===== src/rtl/reg_multi_seq_if.sv =====
// Memory request bus between the register block-transfer sequencer
// and a word-addressed memory with a ready/complete handshake.
interface reg_multi_seq_if;
    logic [15:0] Mem_Addr;
    logic [15:0] Mem_WData;
    logic [15:0] Mem_RData;
    logic        Mem_Read;
    logic        Mem_Write;
    logic        Mem_Ready;

    modport master (
        output Mem_Addr,
        output Mem_WData,
        output Mem_Read,
        output Mem_Write,
        input  Mem_RData,
        input  Mem_Ready
    );

    modport slave (
        input  Mem_Addr,
        input  Mem_WData,
        input  Mem_Read,
        input  Mem_Write,
        output Mem_RData,
        output Mem_Ready
    );
endinterface


===== src/rtl/reg_multi_seq.sv =====
// Multi-register load/store sequencer: moves Count consecutive registers
// to or from consecutive memory words, one request at a time.
module reg_multi_seq #(
    parameter int unsigned ADDR_STEP = 1
) (
    input  logic        Clk,
    input  logic        Reset_n,
    input  logic        Start,
    input  logic        Mode,
    input  logic [3:0]  Base_Reg,
    input  logic [4:0]  Count,
    input  logic [15:0] Base_Addr,
    output logic [3:0]  Read_Register1,
    input  logic [15:0] Read_Data1,
    output logic [3:0]  Write_Reg,
    output logic [15:0] Write_Data,
    output logic        RegWrite,
    output logic        Busy,
    output logic        Done,
    reg_multi_seq_if.master mem
);

    typedef enum logic [1:0] {
        IDLE,
        XFER,
        WB,
        FIN
    } state_t;

    localparam logic [15:0] STEP = 16'(ADDR_STEP);

    state_t      state;
    state_t      state_nxt;
    logic        mode_q;
    logic [3:0]  cur_reg;
    logic [15:0] cur_addr;
    logic [4:0]  remaining;
    logic [15:0] hold;

    logic [4:0]  cnt_clamp;
    logic        last;
    logic        advance;
    logic        load_done;

    assign cnt_clamp = (Count > 5'd16) ? 5'd16 : Count;
    assign last      = (remaining == 5'd1);
    assign load_done = (state == XFER) && mode_q && mem.Mem_Ready;
    // A store advances on memory completion; a load only after its write-back.
    assign advance   = ((state == XFER) && !mode_q && mem.Mem_Ready)
                     || (state == WB);

    always_ff @(posedge Clk) begin
        if (!Reset_n) begin
            state <= IDLE;
        end else begin
            state <= state_nxt;
        end
    end

    always_ff @(posedge Clk) begin
        if (!Reset_n) begin
            mode_q    <= 1'b0;
            cur_reg   <= '0;
            cur_addr  <= '0;
            remaining <= '0;
            hold      <= '0;
        end else begin
            if ((state == IDLE) && Start) begin
                mode_q    <= Mode;
                cur_reg   <= Base_Reg;
                cur_addr  <= Base_Addr;
                remaining <= cnt_clamp;
            end
            if (load_done) begin
                hold <= mem.Mem_RData;
            end
            if (advance) begin
                cur_reg   <= cur_reg + 4'd1;
                cur_addr  <= cur_addr + STEP;
                remaining <= remaining - 5'd1;
            end
        end
    end

    always_comb begin
        state_nxt = state;
        unique case (state)
            IDLE: begin
                if (Start) begin
                    state_nxt = (cnt_clamp == 5'd0) ? FIN : XFER;
                end
            end
            XFER: begin
                if (mem.Mem_Ready) begin
                    if (mode_q) begin
                        state_nxt = WB;
                    end else begin
                        state_nxt = last ? FIN : XFER;
                    end
                end
            end
            WB: begin
                state_nxt = last ? FIN : XFER;
            end
            FIN: begin
                state_nxt = IDLE;
            end
            default: begin
                state_nxt = IDLE;
            end
        endcase
    end

    always_comb begin
        Read_Register1 = '0;
        Write_Reg      = '0;
        Write_Data     = '0;
        RegWrite       = 1'b0;
        Busy           = (state != IDLE);
        Done           = 1'b0;
        mem.Mem_Addr   = '0;
        mem.Mem_WData  = '0;
        mem.Mem_Read   = 1'b0;
        mem.Mem_Write  = 1'b0;
        unique case (state)
            XFER: begin
                mem.Mem_Addr = cur_addr;
                if (mode_q) begin
                    mem.Mem_Read = 1'b1;
                end else begin
                    Read_Register1 = cur_reg;
                    mem.Mem_WData  = Read_Data1;
                    mem.Mem_Write  = 1'b1;
                end
            end
            WB: begin
                Write_Reg  = cur_reg;
                Write_Data = hold;
                RegWrite   = 1'b1;
            end
            FIN: begin
                Done = 1'b1;
            end
            default: begin
            end
        endcase
    end

endmodule

===== src/flat_wrapper.sv =====
// flat-port wrapper written by rule: the top's interface ports become plain ports
module reg_multi_seq_flat 
#(
    parameter int unsigned ADDR_STEP = 1
)
  (Clk, Reset_n, Start, Mode, Base_Reg, Count, Base_Addr, Read_Register1, Read_Data1, Write_Reg, Write_Data, RegWrite, Busy, Done, mem_Mem_Addr, mem_Mem_WData, mem_Mem_Read, mem_Mem_Write, mem_Mem_RData, mem_Mem_Ready);
  reg_multi_seq_if mem_i ();
  input  logic Clk;
  input  logic Reset_n;
  input  logic Start;
  input  logic Mode;
  input  logic [3:0] Base_Reg;
  input  logic [4:0] Count;
  input  logic [15:0] Base_Addr;
  output logic [3:0] Read_Register1;
  input  logic [15:0] Read_Data1;
  output logic [3:0] Write_Reg;
  output logic [15:0] Write_Data;
  output logic RegWrite;
  output logic Busy;
  output logic Done;
  output wire logic [$bits(mem_i.Mem_Addr)-1:0] mem_Mem_Addr;
  output wire logic [$bits(mem_i.Mem_WData)-1:0] mem_Mem_WData;
  output wire logic [$bits(mem_i.Mem_Read)-1:0] mem_Mem_Read;
  output wire logic [$bits(mem_i.Mem_Write)-1:0] mem_Mem_Write;
  input wire logic [$bits(mem_i.Mem_RData)-1:0] mem_Mem_RData;
  input wire logic [$bits(mem_i.Mem_Ready)-1:0] mem_Mem_Ready;
  assign mem_Mem_Addr = mem_i.Mem_Addr;
  assign mem_Mem_WData = mem_i.Mem_WData;
  assign mem_Mem_Read = mem_i.Mem_Read;
  assign mem_Mem_Write = mem_i.Mem_Write;
  assign mem_i.Mem_RData = mem_Mem_RData;
  assign mem_i.Mem_Ready = mem_Mem_Ready;
  reg_multi_seq #(.ADDR_STEP(ADDR_STEP)) u_core (.Clk(Clk), .Reset_n(Reset_n), .Start(Start), .Mode(Mode), .Base_Reg(Base_Reg), .Count(Count), .Base_Addr(Base_Addr), .Read_Register1(Read_Register1), .Read_Data1(Read_Data1), .Write_Reg(Write_Reg), .Write_Data(Write_Data), .RegWrite(RegWrite), .Busy(Busy), .Done(Done), .mem(mem_i));
endmodule

===== config.mk =====
export PLATFORM = sky130hd
export DESIGN_NAME = reg_multi_seq_flat
export DESIGN_NICKNAME = d
export VERILOG_FILES = /design/src/rtl/reg_multi_seq_if.sv /design/src/rtl/reg_multi_seq.sv /design/src/flat_wrapper.sv
export SDC_FILE = /design/constraint.sdc
export NUM_CORES = 1
export LEC_CHECK = 0
export ABC_AREA = 1
export CAP_MARGIN = 20
export CORE_ASPECT_RATIO = 0.6
export CORE_MARGIN = 1.5
export CORE_UTILIZATION = 35
export DETAILED_ROUTE_END_ITERATION = 8
export DONT_BUFFER_PORTS = 1
export REMOVE_ABC_BUFFERS = 1
export SLEW_MARGIN = 20
export SYNTH_ARGS = -nofsm -noshare
export SYNTH_HDL_FRONTEND = slang
export SYNTH_SLANG_ARGS = --single-unit

===== constraint.sdc =====
create_clock -name Clk -period 1.2 [get_ports Clk]
set_input_delay 0.18 -clock Clk [delete_from_list [all_inputs] [get_ports Clk]]
set_output_delay 0.18 -clock Clk [all_outputs]
set_load 0.1 [all_outputs]

==> impl_metrics.csv, run 1 <==
group,metric,value,unit
status,outcome,"finished with violations",
status,violations,"hold timing, setup timing",
placed_design,dp_hpwl,6.91,mm
timing,final.setup_skew,11.7,ps
layout,mostFrequentLayoutCells,"nand2_1, buf_12, nor2_4",
timing,rsz0062_at_grt,"true",
layout,final_core_util,0.787,
setup_path,path_class,"register to register",
timing,worstMarginPinSlew,478,ps
floorplanning,core,7390,µm²
clock_network,cts_tree,"yes",
min_path,worstHoldStart,"Reset_n",
clock_network,clock_path_buffers,2,
clock_network,clk_latency,300,ps
power,ir_drop,0.834,mV
clock_network,clockRootBuffer,"clkbuf_16",
layout,nets,631,
grt,grt_overflow_total,0,
setup_path,crit_path_frequent_cell,"buf_6",
timing,period_share,1.54,
power,power_frac_clock,0.276,
detailed_routing,drt_iter0_markers,299,
setup_path,critPathLaunchType,"register",
layout,final_common_cell,"nand2_1",
timing,post-route-min-period,1840,ps
timing,hold_ws,-5.59,ps
setup_path,crit_path_max_incr_delay,380,ps
yosys,syn_area,2720,µm²
timing,fmax,542,MHz
clock_network,clk_pin_slew,70,ps
yosys,synthXorXnorAreaFrac,0.0194,
placed_design,place.gp.congestion,0.932,
timing,tns,-45410,ps
yosys,synthMuxAreaShare,0,
detailed_routing,vias_per_cell,5.66,
power,combinationalPowerShare,0.441,
yosys,synth-compound-area-share,0.145,
power,p_sw,2.40,mW
min_path,min_path_type,"primary input to register",
yosys,synth-adder-area-share,0.0184,
layout,fillerInstances,419,
floorplanning,start_util,0.368,
grt,grt_max_degree,22,
detailed_routing,firstDrtPassIters,5,
layout,regArea,888,µm²
layout,diodes,0,
yosys,synth_cell_type_count,27,
yosys,syn_inst,447,
layout,multi_input_area,2330,µm²
layout,drive_gt1_frac,0.523,
setup_path,crit_path_end_kind,"register",
layout,area_growth,114,%
detailed_routing,routed_wl,14.0,mm
yosys,synth_simple_gate_area_frac,0.376,
clock_network,clock-sinks,44,
yosys,synth_warnings,0,
power,p_int,3.57,mW
placed_design,io_buffers,0,
timing,finalSetupViolations,105,
setup_path,crit_arrival,2090,ps
setup_path,cp_slowest_cell,"dfxtp_2",
floorplanning,io_pins,123,
setup_path,crit_path_cell_trace,"inv_4, nand2_4, nor2_4, buf_6, buf_6, nand2_4, nand2_8, nor2_8, buf_6, inv_4, o21ai_2, nand2_1, inv_1",
floorplanning,die_area,8310,µm²
power,p_seq_frac,0.283,
timing,finalHoldViolCount,4,
yosys,yosysSeqAreaShare,0.324,
setup_path,r2r_start,"u_core.state[1]",
yosys,synth-seq-cells,44,
setup_path,critPathLaunch,"u_core.state[1]",
setup_path,crit_fanout,6,
grt,grt_pass1_vias,3434,
detailed_routing,ant_nets,0,
power,cellPowerDensity,1030,nW/µm²
timing,drv_slew,0,
clock_network,htreeDepth,2,
power,swShare,0.402,
grt,grt_pass1_wl,17.0,mm
detailed_routing,drc,0,
setup_path,crit_buf_inv,6,
yosys,synth_top_family_by_area,"simple AND/OR/NAND/NOR gates",
job,maxCapViolCount,0,
floorplanning,fp.dieW,117,µm
timing,worst_slack,-645,ps
clock_network,cts_buffers,5,
setup_path,r2r_slack,-640,ps
setup_path,critPathRequiredTime,1440,ps
grt,grt_usage,0.262,
setup_path,cp_top_family,"simple AND/OR/NAND/NOR gates",
yosys,synth_area_per_cell,6.07,µm²
detailed_routing,via_count,3793,
floorplanning,die_y,71.2,µm
timing,relSlewSlack,0.681,
grt,grt_antenna_before_repair,0,
layout,top_regs,"u_core.cur_addr: 16 flops, u_core.hold: 16 flops, u_core.remaining: 5 flops",
detailed_routing,wl_per_cell,20.9,µm
power,p_leak,2.22,nW
floorplanning,placementRows,24,
worst reg2reg max path: cells and delay by family (launching register included):
| kind | cells | cell delay (ps) |
|---|---|---|
| AND/OR/NAND/NOR | 6 | 700 |
| buffers and inverters | 6 | 560 |
| flip-flops | 1 | 380 |
| AO/OA/AOI/OAI | 1 | 140 |
power by group through the flow:
stage	registers, mW	clock network, mW	logic (mW)
after floorplan	1.68	0	1.08
after global placement	1.68	0	1.79
after detailed placement	1.69	0	1.83
after CTS	1.66	1.60	2.27
after global routing	1.70	1.71	2.71
final	1.69	1.65	2.63
layout make-up:
cell class,count,share of cell area
multi-input combinational,325,0.401
tap,104,0.0224
sequential,44,0.153
clock inverter,3,0.00732
inverter,58,0.0413
timing repair buffer,131,0.354
clock buffer,5,0.0215
worst paths after layout:
| check | end | depth (start not counted) |
|---|---|---|
| setup reg to reg | u_core.cur_reg[1] | 13 |
| setup / recovery | u_core.cur_reg[1] | 13 |
| hold reg to reg | u_core.cur_addr[15] | 2 |
| hold / removal | u_core.hold[11] | 2 |
cell usage after synthesis (all sizes together):
library cell	number	area (µm²)
a21oi	36	184
a22oi	3	22.5
a31oi	6	37.5
buf	6	47.5
clkbuf	14	52.6
dfxtp	44	881
ha	4	50.1
inv	58	218
nand2	108	423
nand3	26	130
nand4	5	31.3
nor2	97	407
nor3	2	10.0
nor4	1	6.26
o211ai	2	15.0
o21ai	27	135
or2	2	12.5
xor2	6	52.6
routing by layer:
layer  GRT usage  share of wire
met5           0              0
met2       0.435           0.47
met1       0.354           0.38
met3      0.0533          0.096
met4      0.0562          0.053
timing repair:
action	CTS	global route
setup buffers	12	9
gates resized for setup	121	114
pin swaps	10	39
hold buffers	1	1
endpoints found under the hold margin	4	3
cloned	5	4
endpoints found under the setup margin	104	105
through the flow:
stage | worst slack (ps) | power (mW) | instances | instance area [µm²]
floorplan | -2550 | 2.76 | 427 | 2620
global placement | -292 | 3.47 | 635 | 4470
detailed placement | -374 | 3.52 | 635 | 4470
CTS | -418 | 5.53 | 661 | 5280
global route | -664 | 6.12 | 670 | 5810
finish | -645 | 5.97 | 670 | 5810
cell families after synthesis:
| kind of cell | count (synthesis) |
|---|---|
| xor+xnor | 6 |
| simple gates | 241 |
| flops | 44 |
| buf+inv | 78 |
| compound gates | 74 |
| fa+ha+maj | 4 |
No activity file was read; power rests on OpenSTA's default activity.
==> run 2: changes to the inputs <==
--- a/config.mk
+++ b/config.mk
@@ -9,7 +9,7 @@
 export CAP_MARGIN = 20
 export CORE_ASPECT_RATIO = 0.6
 export CORE_MARGIN = 1.5
-export CORE_UTILIZATION = 35
+export CORE_UTILIZATION = 40
 export DETAILED_ROUTE_END_ITERATION = 8
 export DONT_BUFFER_PORTS = 1
 export REMOVE_ABC_BUFFERS = 1
==> run 2 against run 1 <==
Against the previous run: the flow still finishes with violations (hold timing, setup timing); maximum frequency rose by 3.5%; first-iteration DRC count rose by 72%; register-to-register slack gained 170 ps; cell count is 1.6% lower; via count up 7.7%; sequential power about the same; routed wire length grew 8.1%; sequential share of layout area grew 0.34 points; total power down 0.18%; global-route usage increased by 7.0 points; critical path type is now register to output port; highest routed layer unchanged.
==> impl_metrics.csv, run 2 (synthesis results as in run 1) <==
group,metric,value,unit
timing,fmax,561,MHz
grt,grt_overflow_total,0,
layout,fillerInstances,296,
grt,grt_antenna_before_repair,0,
grt,grt_pass1_vias,3530,
setup_path,crit_path_end_kind,"output port",
status,outcome,"finished with violations",
timing,worstMarginPinSlew,551,ps
layout,nets,637,
layout,final_common_cell,"nand2_1",
power,ir_drop,0.801,mV
setup_path,crit_arrival,1600,ps
placed_design,dp_slack,-215,ps
detailed_routing,ant_nets,0,
layout,area_growth,110,%
setup_path,r2r_start,"u_core.state[1]",
setup_path,r2r_cells,12,
timing,finalHoldViolCount,4,
timing,rsz0062_at_grt,"true",
power,p_seq_frac,0.285,
timing,post-route-min-period,1780,ps
detailed_routing,firstDrtPassIters,6,
placed_design,dp_hpwl,7.00,mm
clock_network,cts_tree,"yes",
layout,mostFrequentLayoutCells,"nand2_1, buf_12, nor2_4",
power,power_frac_clock,0.275,
min_path,min_path_type,"primary input to register",
grt,grt_max_degree,22,
layout,diodes,0,
power,p_leak,2.19,nW
detailed_routing,wl_per_cell,23.0,µm
detailed_routing,via_count,4086,
timing,tns,-44990,ps
setup_path,endpoint,"Write_Data[8]",
layout,drive_gt1_frac,0.500,
placed_design,io_buffers,0,
floorplanning,fp.dieW,109,µm
timing,final.setup_skew,5.47,ps
detailed_routing,drc,0,
timing,relSlewSlack,0.632,
timing,finalSetupViolations,105,
placed_design,place.gp.congestion,0.931,
clock_network,clk_pin_slew,70,ps
setup_path,r2r_slack,-470,ps
setup_path,r2r-end,"u_core.cur_addr[12]",
layout,layoutNonFillerInstCount,659,
layout,top_regs,"u_core.cur_addr: 16 flops, u_core.hold: 16 flops, u_core.remaining: 5 flops",
setup_path,critPathLaunchType,"register",
layout,multi_input_area,2190,µm²
power,combinationalPowerShare,0.440,
clock_network,clock-sinks,44,
clock_network,clockRootBuffer,"clkbuf_16",
status,violations,"hold timing, setup timing",
power,p_sw,2.39,mW
floorplanning,core,6620,µm²
setup_path,crit_fanout,9,
floorplanning,io_pins,123,
detailed_routing,drt_iter0_markers,515,
power,total_power,5.96,mW
floorplanning,placementRows,23,
timing,drv_slew,0,
setup_path,critPathRequiredTime,1020,ps
timing,worst_slack,-582,ps
setup_path,critPathLaunch,"u_core.state[1]",
setup_path,path_class,"register to output port",
floorplanning,die_area,7310,µm²
detailed_routing,routed_wl,15.1,mm
floorplanning,die_y,66.8,µm
grt,grt_usage,0.332,
clock_network,clk_latency,300,ps
placed_design,place_area,4480,µm²
power,p_int,3.57,mW
floorplanning,start_util,0.410,
timing,hold_ws,-9.74,ps
clock_network,htreeDepth,2,
clock_network,clock_path_buffers,2,
placed_design,placed_cells,622,
clock_network,cts_buffers,5,
grt,grt_pass1_wl,18.1,mm
job,maxCapViolCount,0,
layout,fin_area,5710,µm²
power,cellPowerDensity,1040,nW/µm²
layout,regArea,892,µm²
detailed_routing,vias_per_cell,6.20,
power,swShare,0.402,
timing,period_share,1.48,
[run 2: cell types whose count changed in the layout (fill, tap and decap cells not counted), moves of 5 or more]
cell	delta
a21oi_1	+7
a21oi_2	-6
o21ai_0	-5
nand2_1	+18
nor2_2	+10
nand2_2	-13
nor2_4	-6
o21ai_1	+6
nand2_4	-5
[run 2: power groups by stage]
stage	Combinational, mW	Sequential (mW)	Clock, mW
finish	2.63	1.70	1.64
global route	2.70	1.69	1.68
CTS	2.29	1.66	1.58
detailed placement	1.86	1.69	0
global placement	1.81	1.68	0
floorplan	1.08	1.68	0
[run 2: worst min-delay path by stage]
stage / startpoint / endpoint / slack [ps] / cells past startpoint
6_report: Reset_n / u_core.hold[6] / -10 / 2
5_1_grt: Reset_n / u_core.hold[14] / -2 / 2
4_1_cts: Reset_n / u_core.hold[1] / 7 / 2
3_5_place_dp: Reset_n / u_core.cur_reg[1] / 280 / 2
3_3_place_gp: Reset_n / u_core.cur_addr[1] / 280 / 2
2_1_floorplan: Reset_n / u_core.cur_addr[10] / 280 / 2
[run 2: through the flow]
stage                      util  hold slack [ps]
after floorplan               -              278
after global placement    0.677              282
after detailed placement  0.677              284
after CTS                 0.808             6.99
after global routing      0.863            -1.97
final                     0.863            -9.74
[run 2: layout make-up]
cell class                      count  area share
Timing Repair Buffer              137       0.371
Clock inverter                      3     0.00745
Tap cell                           87      0.0191
Multi-Input combinational cell    325       0.383
Clock buffer                        5      0.0219
Sequential cell                    44       0.156
Inverter                           58      0.0412
[run 2: timing repair]
| action | CTS | global route |
|---|---|---|
| cloned | 7 | 2 |
| buffers inserted | 9 | 11 |
| gates resized for setup | 137 | 68 |
| endpoints found under the setup margin | 105 | 105 |
| hold endpoints to repair | 4 | 4 |
| hold buffers | 1 | 1 |
| pin swaps | 20 | 19 |
[run 2: critical path, cell delays in order, from the launching register on]
cell       delay, ps
dfxtp_2          350
inv_2             60
nor2_2           220
inv_4            130
clkbuf_16        220
nor2_4           120
buf_12           180
[run 2: metal layers]
| layer | GRT usage | up-vias | part of all wire |
|---|---|---|---|
| li1 | - | 1651 | - |
| met1 | 0.390 | 1854 | 0.34 |
| met2 | 0.549 | 427 | 0.45 |
| met3 | 0.112 | 154 | 0.13 |
| met4 | 0.149 | 0 | 0.077 |
| met5 | 0 | - | 0 |
==> run 3: changes to the inputs <==
--- a/config.mk
+++ b/config.mk
@@ -10,9 +10,11 @@
 export CORE_ASPECT_RATIO = 0.6
 export CORE_MARGIN = 1.5
 export CORE_UTILIZATION = 40
+export CTS_CLUSTER_SIZE = 24
 export DETAILED_ROUTE_END_ITERATION = 8
 export DONT_BUFFER_PORTS = 1
 export REMOVE_ABC_BUFFERS = 1
+export SKIP_LAST_GASP = 1
 export SLEW_MARGIN = 20
 export SYNTH_ARGS = -nofsm -noshare
 export SYNTH_HDL_FRONTEND = slang
==> run 3 against run 2 <==
Against the previous run: the run ends with setup timing left; critical endpoint is now u_core.cur_addr[9]; sequential share of layout area shrank 0.63 points; via count grew 1.6%; largest cell class unchanged; routed wire length grew 5.5%.
==> impl_metrics.csv, run 3 (synthesis results as in run 1) <==
group,metric,value,unit
floorplanning,io_pins,123,
timing,relSlewSlack,0.640,
power,p_leak,2.28,nW
grt,grt_usage,0.331,
timing,post-route-min-period,1820,ps
floorplanning,die_y,66.8,µm
clock_network,cts_tree,"yes",
layout,area_growth,119,%
clock_network,clock_path_buffers,2,
timing,drv_slew,0,
timing,worst_slack,-616,ps
grt,grt_max_degree,22,
detailed_routing,wl_per_cell,23.8,µm
grt,grt_antenna_before_repair,0,
clock_network,clk_pin_slew,80,ps
layout,diodes,0,
clock_network,htreeDepth,2,
timing,tns,-47130,ps
setup_path,crit_path_end_kind,"register",
setup_path,critPathRequiredTime,1420,ps
layout,top_regs,"u_core.cur_addr: 16 flops, u_core.hold: 16 flops, u_core.remaining: 5 flops",
status,violations,"setup timing",
floorplanning,placementRows,23,
grt,grt_pass1_wl,18.3,mm
timing,rsz0062_at_grt,"true",
floorplanning,core,6620,µm²
layout,layoutNonFillerInstCount,670,
detailed_routing,wl_met3,2.09,mm
layout,final_common_cell,"nand2_1",
timing,finalHoldViolCount,0,
clock_network,clock-sinks,44,
setup_path,critPathLaunchType,"register",
timing,fmax,551,MHz
clock_network,clk_latency,300,ps
job,maxCapViolCount,0,
detailed_routing,routed_wl,16.0,mm
detailed_routing,wl_met1,5.67,mm
placed_design,dp_hpwl,7.00,mm
layout,drive_gt1_frac,0.552,
detailed_routing,firstDrtPassIters,5,
placed_design,io_buffers,0,
clock_network,clockRootBuffer,"clkbuf_16",
timing,finalSetupViolations,105,
min_path,min_path_type,"primary input to register",
detailed_routing,vias_per_cell,6.20,
power,cellPowerDensity,1040,nW/µm²
setup_path,crit_arrival,2040,ps
power,ir_drop,0.912,mV
detailed_routing,drt_iter0_markers,419,
detailed_routing,ant_nets,0,
placed_design,place.gp.congestion,0.931,
floorplanning,start_util,0.410,
clock_network,cts_buffers,5,
timing,worstMarginPinSlew,540,ps
setup_path,r2r_cells,8,
setup_path,path_class,"register to register",
floorplanning,fp.dieW,109,µm
min_path,hold_path_depth,2,
floorplanning,die_area,7310,µm²
timing,final.setup_skew,11.6,ps
timing,period_share,1.51,
status,outcome,"finished with violations",
layout,nets,648,
grt,grt_overflow_total,0,
detailed_routing,dr_wl_met2,7.20,mm
layout,mostFrequentLayoutCells,"nand2_1, buf_12, nor2_4",
detailed_routing,top_layer_used,"met4",
detailed_routing,drc,0,
placed_design,placed_cells,622,
grt,grt_pass1_vias,3563,
detailed_routing,via_count,4152,
setup_path,crit_fanout,4,
==> run 3: worst paths after layout <==
path,end,start,slack [ps]
setup / recovery,u_core.cur_addr[9],u_core.cur_addr[3],-620
hold / removal,u_core.hold[12],Reset_n,4
setup reg to reg,u_core.cur_addr[9],u_core.cur_addr[3],-620
hold reg to reg,u_core.cur_reg[3],u_core.cur_reg[3],480
==> run 3: layout make-up <==
cell class,count,area (µm²)
multi-input cells,325,2340
repair buffers,148,2210
flip-flops and latches,44,892
fillers,246,668
inverters,58,238
clock buffers,5,125
well taps,87,109
clock inverters,3,42.5
==> run 3: power breakdown <==
group,internal [mW],leakage (nW),switching (mW)
clock network,0.981,0.0798,0.670
registers,1.57,0.362,0.129
logic,1.12,1.84,1.71
==> run 3: stage by stage <==
step	total power, mW	utilization	hold WS (ps)	worst slack [ps]	instance area [µm²]
after CTS	5.53	0.807	6.99	-449	5340
after global placement	3.49	0.677	282	-151	4480
final	6.18	0.899	3.76	-616	5950
after floorplan	2.76	-	278	-2550	2620
after global routing	6.30	0.899	-2.94	-609	5950
after detailed placement	3.55	0.677	284	-215	4480
==> run 3: per-layer routing <==
metal,vias up,track usage
li1,1677,-
met1,1915,0.382
met2,428,0.560
met3,132,0.106
met4,0,0.151
met5,-,0
==> run 3: what timing repair did <==
item	4_1_cts	5_1_grt
pin swaps	20	36
setup endpoints to repair	105	105
gates resized for setup	133	119
cloned	7	3
hold buffers	1	1
buffers inserted	9	22
endpoints found under the hold margin	4	1
==> run 3: critical path: stages (launching register included) <==
cell and delay (ps):
dfxtp_1 430, nand2_1 200, nor2_1 400, nand3_1 190, nand2_1 130, nand2_1 70, nand2_1 90, nand2_2 70
a21oi_2 150
